[src/rtl/cnn_pkg.sv]
// Definitions shared by the CNN front end: the default pixel width, the signed
// pixel type and the 3x3 window index map, which the pooling stage also uses.
package cnn_pkg;

  localparam int CNN_DATA_W = 16;

  typedef logic signed [CNN_DATA_W-1:0] pix_t;

  // Window positions, row-major; row 0 is the oldest image row.
  localparam int WIN_N  = 9;
  localparam int WIN_TL = 0;
  localparam int WIN_TC = 1;
  localparam int WIN_TR = 2;
  localparam int WIN_ML = 3;
  localparam int WIN_MC = 4;
  localparam int WIN_MR = 5;
  localparam int WIN_BL = 6;
  localparam int WIN_BC = 7;
  localparam int WIN_BR = 8;

  // Flat window index from (window row, window column).
  function automatic int win_idx(input int r, input int c);
    return r * 3 + c;
  endfunction

endpackage

[src/rtl/line_buffer.sv]
// One image row of storage. Reads are combinational, so a pixel can be read and
// replaced at the same column in a single cycle. Contents are not reset.
module line_buffer
  import cnn_pkg::*;
#(
  parameter int DEPTH  = 28,
  parameter int DATA_W = CNN_DATA_W,
  parameter int AW     = (DEPTH > 1) ? $clog2(DEPTH) : 1
) (
  input  logic                     clk,
  input  logic                     i_we,
  input  logic [AW-1:0]            i_addr,
  input  logic signed [DATA_W-1:0] i_wdata,
  output logic signed [DATA_W-1:0] o_rdata
);

  logic signed [DATA_W-1:0] r_mem [DEPTH];

  // Write the incoming value at the addressed column when enabled.
  always_ff @(posedge clk) begin
    if (i_we) r_mem[i_addr] <= i_wdata;
  end

  assign o_rdata = r_mem[i_addr];

endmodule

[src/rtl/window3x3_gen.sv]
// 3x3 sliding-window generator over a raster pixel stream.
// Two line buffers keep the previous two rows; a 3x3 register array shifts in
// one column {row-2, row-1, current} per accepted pixel. A window is flagged one
// cycle after the pixel that completes it (row>=2, col>=2); no padding.
// Optional build macro: WINGEN_STRIDE2_EN -- only windows completed at even row
// and even column are flagged (IMG_W and IMG_H must be odd).
// Handshake: valid_in qualifies pix_in for one cycle and there is no
// backpressure; valid_out qualifies win0..win8 for exactly one cycle.
module window3x3_gen
  import cnn_pkg::*;
#(
  parameter int IMG_W  = 28,
  parameter int IMG_H  = 28,
  parameter int DATA_W = CNN_DATA_W
) (
  input  logic                     clk,
  input  logic                     rst_n,
  input  logic                     valid_in,
  input  logic signed [DATA_W-1:0] pix_in,
  output logic signed [DATA_W-1:0] win0,
  output logic signed [DATA_W-1:0] win1,
  output logic signed [DATA_W-1:0] win2,
  output logic signed [DATA_W-1:0] win3,
  output logic signed [DATA_W-1:0] win4,
  output logic signed [DATA_W-1:0] win5,
  output logic signed [DATA_W-1:0] win6,
  output logic signed [DATA_W-1:0] win7,
  output logic signed [DATA_W-1:0] win8,
  output logic                     valid_out,
  output logic                     frame_done
);

  localparam int CW = (IMG_W > 1) ? $clog2(IMG_W) : 1;
  localparam int RW = (IMG_H > 1) ? $clog2(IMG_H) : 1;
  localparam logic [CW-1:0] COL_LAST = CW'(IMG_W - 1);
  localparam logic [RW-1:0] ROW_LAST = RW'(IMG_H - 1);

  logic [CW-1:0]            r_col;
  logic [RW-1:0]            r_row;
  logic signed [DATA_W-1:0] r_win [WIN_N];
  logic                     r_valid_out;
  logic                     r_frame_done;

  logic signed [DATA_W-1:0] w_row1;   // pixel one row above, same column
  logic signed [DATA_W-1:0] w_row2;   // pixel two rows above, same column
  logic                     w_col_last;
  logic                     w_row_last;
  logic                     w_win_done;

  // Row-1 buffer takes the new pixel; row-2 buffer takes what row-1 held there.
  line_buffer #(.DEPTH(IMG_W), .DATA_W(DATA_W), .AW(CW)) u_lb_row1 (
    .clk     (clk),
    .i_we    (valid_in),
    .i_addr  (r_col),
    .i_wdata (pix_in),
    .o_rdata (w_row1)
  );

  line_buffer #(.DEPTH(IMG_W), .DATA_W(DATA_W), .AW(CW)) u_lb_row2 (
    .clk     (clk),
    .i_we    (valid_in),
    .i_addr  (r_col),
    .i_wdata (w_row1),
    .o_rdata (w_row2)
  );

  assign w_col_last = (r_col == COL_LAST);
  assign w_row_last = (r_row == ROW_LAST);

  // Decide whether the pixel being accepted completes a reportable window.
  always_comb begin
    w_win_done = valid_in && (r_row >= RW'(2)) && (r_col >= CW'(2));
`ifdef WINGEN_STRIDE2_EN
    w_win_done = w_win_done && !r_row[0] && !r_col[0];
`endif
  end

  // Raster position of the next pixel; both counters wrap at frame end.
  always_ff @(posedge clk or negedge rst_n) begin
    if (!rst_n) begin
      r_col <= '0;
      r_row <= '0;
    end else if (valid_in) begin
      if (w_col_last) begin
        r_col <= '0;
        r_row <= w_row_last ? '0 : r_row + RW'(1);
      end else begin
        r_col <= r_col + CW'(1);
      end
    end
  end

  // Shift the window left one column and load the new column on the right.
  always_ff @(posedge clk or negedge rst_n) begin
    if (!rst_n) begin
      for (int i = 0; i < WIN_N; i++) r_win[i] <= '0;
    end else if (valid_in) begin
      for (int r = 0; r < 3; r++) begin
        r_win[win_idx(r, 0)] <= r_win[win_idx(r, 1)];
        r_win[win_idx(r, 1)] <= r_win[win_idx(r, 2)];
      end
      r_win[WIN_TR] <= w_row2;
      r_win[WIN_MR] <= w_row1;
      r_win[WIN_BR] <= pix_in;
    end
  end

  // Window-valid and end-of-frame flags, one cycle after the completing pixel.
  always_ff @(posedge clk or negedge rst_n) begin
    if (!rst_n) begin
      r_valid_out  <= 1'b0;
      r_frame_done <= 1'b0;
    end else begin
      r_valid_out  <= w_win_done;
      r_frame_done <= w_win_done && w_col_last && w_row_last;
    end
  end

  assign win0       = r_win[WIN_TL];
  assign win1       = r_win[WIN_TC];
  assign win2       = r_win[WIN_TR];
  assign win3       = r_win[WIN_ML];
  assign win4       = r_win[WIN_MC];
  assign win5       = r_win[WIN_MR];
  assign win6       = r_win[WIN_BL];
  assign win7       = r_win[WIN_BC];
  assign win8       = r_win[WIN_BR];
  assign valid_out  = r_valid_out;
  assign frame_done = r_frame_done;

endmodule

[config.mk]
export PLATFORM = sky130hd
export DESIGN_NAME = window3x3_gen
export DESIGN_NICKNAME = d
export VERILOG_FILES = /design/src/rtl/cnn_pkg.sv /design/src/rtl/line_buffer.sv /design/src/rtl/window3x3_gen.sv
export SDC_FILE = /design/constraint.sdc
export NUM_CORES = 1
export LEC_CHECK = 0
export ABC_AREA = 1
export CORE_ASPECT_RATIO = 1.1
export CORE_MARGIN = 2
export CORE_UTILIZATION = 45
export DETAILED_ROUTE_END_ITERATION = 6
export SLEW_MARGIN = 20
export SYNTH_ARGS = -nofsm -noshare
export SYNTH_HDL_FRONTEND = slang
export SYNTH_SLANG_ARGS = --single-unit
export TNS_END_PERCENT = 100
[constraint.sdc]
create_clock -name clk -period 7.1 [get_ports clk]
set_input_delay 2.13 -clock clk [delete_from_list [all_inputs] [get_ports clk]]
set_output_delay 2.13 -clock clk [all_outputs]
set_load 0.02 [all_outputs]
Yosys cells after proc, flatten, opt, wreduce, memory -nomap -nowiden
Memories as Yosys holds them, arrays and structs flattened. A register that Yosys moved wholly into a read port is not among the register bits.
Cells that the tools add are included.
- register bits: 140
- latch bits: 0
- RAM bits: 896
- memory bits (read-only): 0
- input port bits: 19
- output and inout port bits: 146
- word-level logic and storage cells: 30
- memories: 2
- add/sub/neg operators: 2
- multiply operators: 0
- div/mod/pow operators: 0
- magnitude comparators: 2
- equality and inequality tests: 2
- shifts and indexed selects: 0
- multiplexer cells: 4
- bitwise operators: 0
- reductions and logical operators: 6
- memory list (name ; depth ; width ; rd ports ; clocked after Yosys merged registers in ; write ports ; RTL line ; RTL):
    u_lb_row1.r_mem ; 28 ; 16 ; 1 ; 0 ; 1 ; line_buffer.sv:17 ; logic signed [DATA_W-1:0] r_mem [DEPTH];
    u_lb_row2.r_mem ; 28 ; 16 ; 1 ; 1 ; 1 ; line_buffer.sv:17 ;
- operator list (kind ; count):
    $add A5 B1 Y5 const B ; 2
    $eq A5 B5 Y1 const B ; 2
    $ge A5 B2 Y1 const B ; 2
    $mux W5 ; 2
    $logic_and A1 B1 Y1 ; 4
    $mux W1 ; 2
    $reduce_and A2 Y1 ; 1
    $logic_not A1 Y1 ; 1

Logic depth before layout (Yosys ltp)
- word-level depth: 5
- depth in mapped cells: 14
- gate-level depth less buffers: 11

Cells and area by module
A second synthesis with hierarchy kept.
- cells, all modules: 4176
- area total of the unflattened synthesis: 43246.5 um^2
- by module, submodules not included (module ; instances ; cells each ; area an instance (um^2) ; sequential area each (um^2)):
    line_buffer ; 2 ; 1768 ; 18646.6 ; 13452.9
    window3x3_gen ; 1 ; 640 ; 5953.2 ; 3903.7

Worst setup path before layout
Ideal clock, no wire load.
- kind: in2reg
- start point: input port valid_in
- end point: memory u_lb_row1.r_mem[15][0] (netlist name), enable pin
- setup time: 0.464 ns
- arrival time: 4.820 ns
- required time: 6.636 ns
- setup slack: 1.816 ns
- cell stages on the path: 5
- path buffers: 1
- cell sequence: buf_2 -> nand2_1 -> inv_1 -> nand2_1 -> nor3_1
- word-level cells in the longest chain between the ends: 2
- ends and longest elaborated chain (element ; RTL line ; RTL):
    start, declared ; window3x3_gen.sv:18 ; input logic valid_in,
    $mux W1 ; line_buffer.sv:21 ; if (i_we) r_mem[i_addr] <= i_wdata;
    $mux W1 (not written as such) ; line_buffer.sv:21 ;
    end, declared ; line_buffer.sv:17 ;
Every way passes these cells.

Final worst setup path
- start point: register r_col[0]
- end point: memory u_lb_row2.r_mem[21][6] (netlist name) (data pin)
- word-level cells in the longest chain between the ends: 1
- ends and longest elaborated chain (element ; RTL line ; RTL):
    start, declared ; window3x3_gen.sv:38 ; logic [CW-1:0] r_col;
    start signal, assigned ; window3x3_gen.sv:88 ; r_col <= r_col + CW'(1);
    $mem_v2 Z28 W16 ; - ;
    via u_lb_row1.o_rdata[6] ; line_buffer.sv:14 ; output logic signed [DATA_W-1:0] o_rdata
    end, declared ; line_buffer.sv:17 ;
The timed path passes the listed nets, and every way through them passes these cells.

==> flow_results.org <==
** Outcome
- The run finished with clean final reports.

** Layout
- Counting the fill cells in the layout gives 8364.
- For this run, the share of the core covered by cells in the final layout is 0.523.
- The area growth from synthesis to layout is 15.3%.
- Of the cells placed in the final design, the portion with a size suffix greater than 1 is 0.0656.
- The net count of the finished layout is 4282.

** Critical path
- The worst setup path is captured at a register.
- Worst Setup Path Type :: reg -> reg
- Data required time of the worst path :: 7.21 ns
- Crit path depth :: 9
- Reg-to-reg endpoint :: u_lb_row2.r_mem[21][6]$_DFFE_PP_
- Maximum fanout encountered on the critical timing path :: 126
- Most frequent cell on the critical path :: nand2_1
- STA puts the critical path data arrival time at 4.34 ns.
- In this run the worst setup path terminates at u_lb_row2.r_mem[21][6]$_DFFE_PP_.
- Worst R2R Path Depth :: 9
- Category of cells accounting for the largest share of critical-path delay :: simple AND/OR/NAND/NOR gates
- The critical path starts at r_col[0]$_DFFE_PN0P_.
- The worst setup path is launched from a register.
- The slowest stage of the critical path belongs to the cell nand3_2.
- Sum of buffers and inverters on the critical path :: 2
- Crit path cell chain :: inv_8 > buf_4 > nand2_1 > nand3_1 > nand2_1 > nand2_1 > nand2_1 > nor2_1 > nand3_2
- For this run, the slowest stage of the critical path takes 0.74 ns.
- In this run the register-to-register setup slack is 2.87 ns.
- The startpoint identified for the worst register-to-register timing path is r_col[0]$_DFFE_PN0P_.

** Worst hold path
- The tightest min-delay check is of the reg -> reg type.

** Clock network
- Clock root cell :: clkbuf_16
- CTS tree :: done
- Clock buffer count from CTS :: 105
- Total of hold buffers inserted after clock tree synthesis :: 0
- Source-to-sink clock delay at the later pin of the worst-skew pair :: 0.68 ns
- The tree built by TritonCTS fans out to 1052 sinks.
- Register clock-pin slew on the reported worst setup and hold paths :: 0.06 ns
- Maximum root-to-sink buffer count :: 3
- After clock tree synthesis, the repair step resized 0 gates.
- Number of buffers inserted to repair setup after CTS :: 0
- The clock tree synthesis step divided the H-tree into 3 levels.

** Place
- Final weighted congestion in routability-driven placement :: 0.809
- Buffers on Ports :: 164
- Detailed placement finished with a half-perimeter wire length of 67.8 mm.

** Logic synthesis
- After technology mapping, the gate count stands at 4123.
- Ranking of synthesized cells by instance count :: nand2_1, edfxtp_1, inv_1
- The share of the Yosys chip area taken by registers is 0.711.
- The share of synthesized area in the top cell type comes to 0.621.
- Synthesized Nets :: 4148
- Yosys mapped a number of flops with a built-in enable equal to 896.
- Distinct cell type count of the synthesized netlist :: 26
- After synthesis, the share of flip-flops with an asynchronous set or reset is 0.148.
- Most used DFF post-synth :: edfxtp_1
- Of all cell types, the one taking the most synthesized area is edfxtp_1.
- Cell types occupying the most area after synthesis :: edfxtp_1, nand2_1, dfrtp_1
- Summing every instance area after synthesis gives 43300 sq um.
- After synthesis the netlist holds a flip-flop and latch count of 1052.
- For this run, the number of Yosys warnings is 0.
- In the post-synthesis netlist, the cell with the most instances is nand2_1.
- Mean cell area of the mapped netlist :: 10.5 sq um

** Pwr
- The analysis attributes to cell leakage a power of 20.5 nW.
- Of the total power, the share spent switching nets is 0.367.
- The share of total power dissipated in combinational logic is 0.312.
- Internal power :: 13.0 mW
- Total net switching power :: 7.53 mW
- Worst vdd rail ir drop :: 0.296 mV
- Clk pwr share :: 0.265
- After layout, the design draws a total of 20.5 mW.
- The share of total power dissipated in sequential elements is 0.423.
- For this design the ratio of total power to cell area is 411 nW/um^2.

** Global route
- The number of antenna violations at the first check in global routing came to 5.
- Across every metal layer, demand over resource in global routing totals 0.239.
- Entering global routing, the biggest net connects 141 pins.
- Global-route wire length before repair :: 175 mm
- The via count of the first global-routing pass came to 27300.
- GR Overflow Total :: 0

** Routing
- Total via count after detailed routing :: 28700
- After the first detailed-routing iteration, the DRC count stood at 3015.
- Detailed-route DRC error count :: 0
- Antenna-violating nets left :: 0
- Drt first pass iters :: 6
- For this block, the routed nets add up to 118 mm of wire.
- Post-DR vias/cell :: 5.11
- Dividing the detail-routed wire length by the instance count gives 21.1 um.

** STA
- Setup violations remaining at the end of the flow were counted as 0.
- Final Hold Violating Endpoints :: 0
- Final worst path period share :: 0.596
- Hold Worst Slack :: 0.473 ns
- Post-layout minimum cycle time :: 4.23 ns
- For the final database, setup skew stands at 0.0322 ns.
- Unrepaired setup endpoints after global routing :: false
- At the pin with the least slew margin, the transition time is 1.12 ns.
- Summed over all failing endpoints, the final setup total negative slack is 0 ns.
- The worst pin sits at a relative slew slack of 0.253.
- Final number of max-transition violations :: 0
- Static timing analysis puts the maximum clock frequency at 0.236 GHz.

** Die
- FP Rows :: 119
- The die covers 98800 sq um.
- The initial utilization of the core area, before any placement, comes to 0.453.
- Die Height :: 329 um
- The floorplan step set the die width to 300 um.
- Floorplan core area :: 95600 sq um
- Count of pins on the block boundary :: 165

** Job
- Max-cap violations :: 0
-- worst min path at each step --
| stage | start | end | cells past startpoint |
|---|---|---|---|
| floorplan | r_row[3]$_DFFE_PN0P_ | r_row[4]$_DFFE_PN0P_ | 1 |
| global placement | win0[9]$_DFFE_PN0P_ | win0[9]$_DFFE_PN0P_ | 2 |
| detailed placement | win0[8]$_DFFE_PN0P_ | win0[8]$_DFFE_PN0P_ | 2 |
| CTS | win0[8]$_DFFE_PN0P_ | win0[8]$_DFFE_PN0P_ | 2 |
| global route | win0[8]$_DFFE_PN0P_ | win0[8]$_DFFE_PN0P_ | 2 |
| finish | win0[8]$_DFFE_PN0P_ | win0[8]$_DFFE_PN0P_ | 2 |
-- registers in the layout, indices dropped and copies added (netlist names) --
name,count
u_lb_row1.r_mem,448
u_lb_row2.r_mem,448
win0,16
win1,16
win2,16
win3,16
win4,16
win5,16
win6,16
win7,16
win8,16
r_col,5
r_row,5
frame_done,1
valid_out,1
-- final cells by class --
| cell class | instances | area [sq um] | share of cell area |
|---|---|---|---|
| Clock inverter | 50 | 437 | 0.00874 |
| Tap cell | 1270 | 1590 | 0.0318 |
| Multi-Input combinational cell | 2450 | 10200 | 0.205 |
| Inverter | 421 | 1600 | 0.0320 |
| Sequential cell | 1052 | 30800 | 0.617 |
| Clock buffer | 145 | 2940 | 0.0588 |
| Antenna cell | 1 | 2.50 | 0.0000501 |
| Timing Repair Buffer | 227 | 2350 | 0.0470 |
-- cells by family after synthesis --
group	Yosys count	share of synthesized area
adder cells (fa/ha/maj)	6	0.00173
buffers and inverters	621	0.0584
AND/OR/NAND/NOR	2144	0.194
XOR/XNOR	1	0.000202
flip-flops	1052	0.711
AO/OA/AOI/OAI	299	0.0346
-- stage by stage --
step / std cells / setup slack (ns) / area [sq um]
3_5_place_dp: 5415 / 2.61 / 46500
6_report: 5616 / 2.87 / 50000
4_1_cts: 5610 / 2.98 / 49800
5_1_grt: 5615 / 2.67 / 50000
3_3_place_gp: 5404 / 2.65 / 46200
2_1_floorplan: 4123 / 1.82 / 43300
-- metal layers --
metal | track usage | part of all wire
met2 | 0.392 | 0.47
met1 | 0.326 | 0.42
met3 | 0.0502 | 0.083
met4 | 0.0637 | 0.022
met5 | 0 | 0
-- worst min-delay path, cell delays in order (launching register included) --
cell and delay, ns:
dfrtp_1 0.33, nand2_1 0.06, nand2_1 0.05
-- power by group through the flow --
stage / Sequential [mW] / Clock, mW / Combinational (mW)
global route: 8.75 / 5.77 / 6.93
floorplan: 9.00 / 0 / 3.15
CTS: 8.69 / 5.53 / 6.37
global placement: 8.81 / 0 / 6.28
finish: 8.69 / 5.44 / 6.40
detailed placement: 8.82 / 0 / 6.35
-- cells in the final DEF, fill, tap and decap left out, types with 36 or more instances in the layout --
master,n
o21ai_0,253
nor2_1,356
buf_4,45
clkdlybuf4s50_1,147
clkbuf_16,108
edfxtp_1,896
dfrtp_1,154
nand2_1,1510
nand3_1,227
inv_1,411
a21oi_1,36
(Power assumes the default switching activity.)
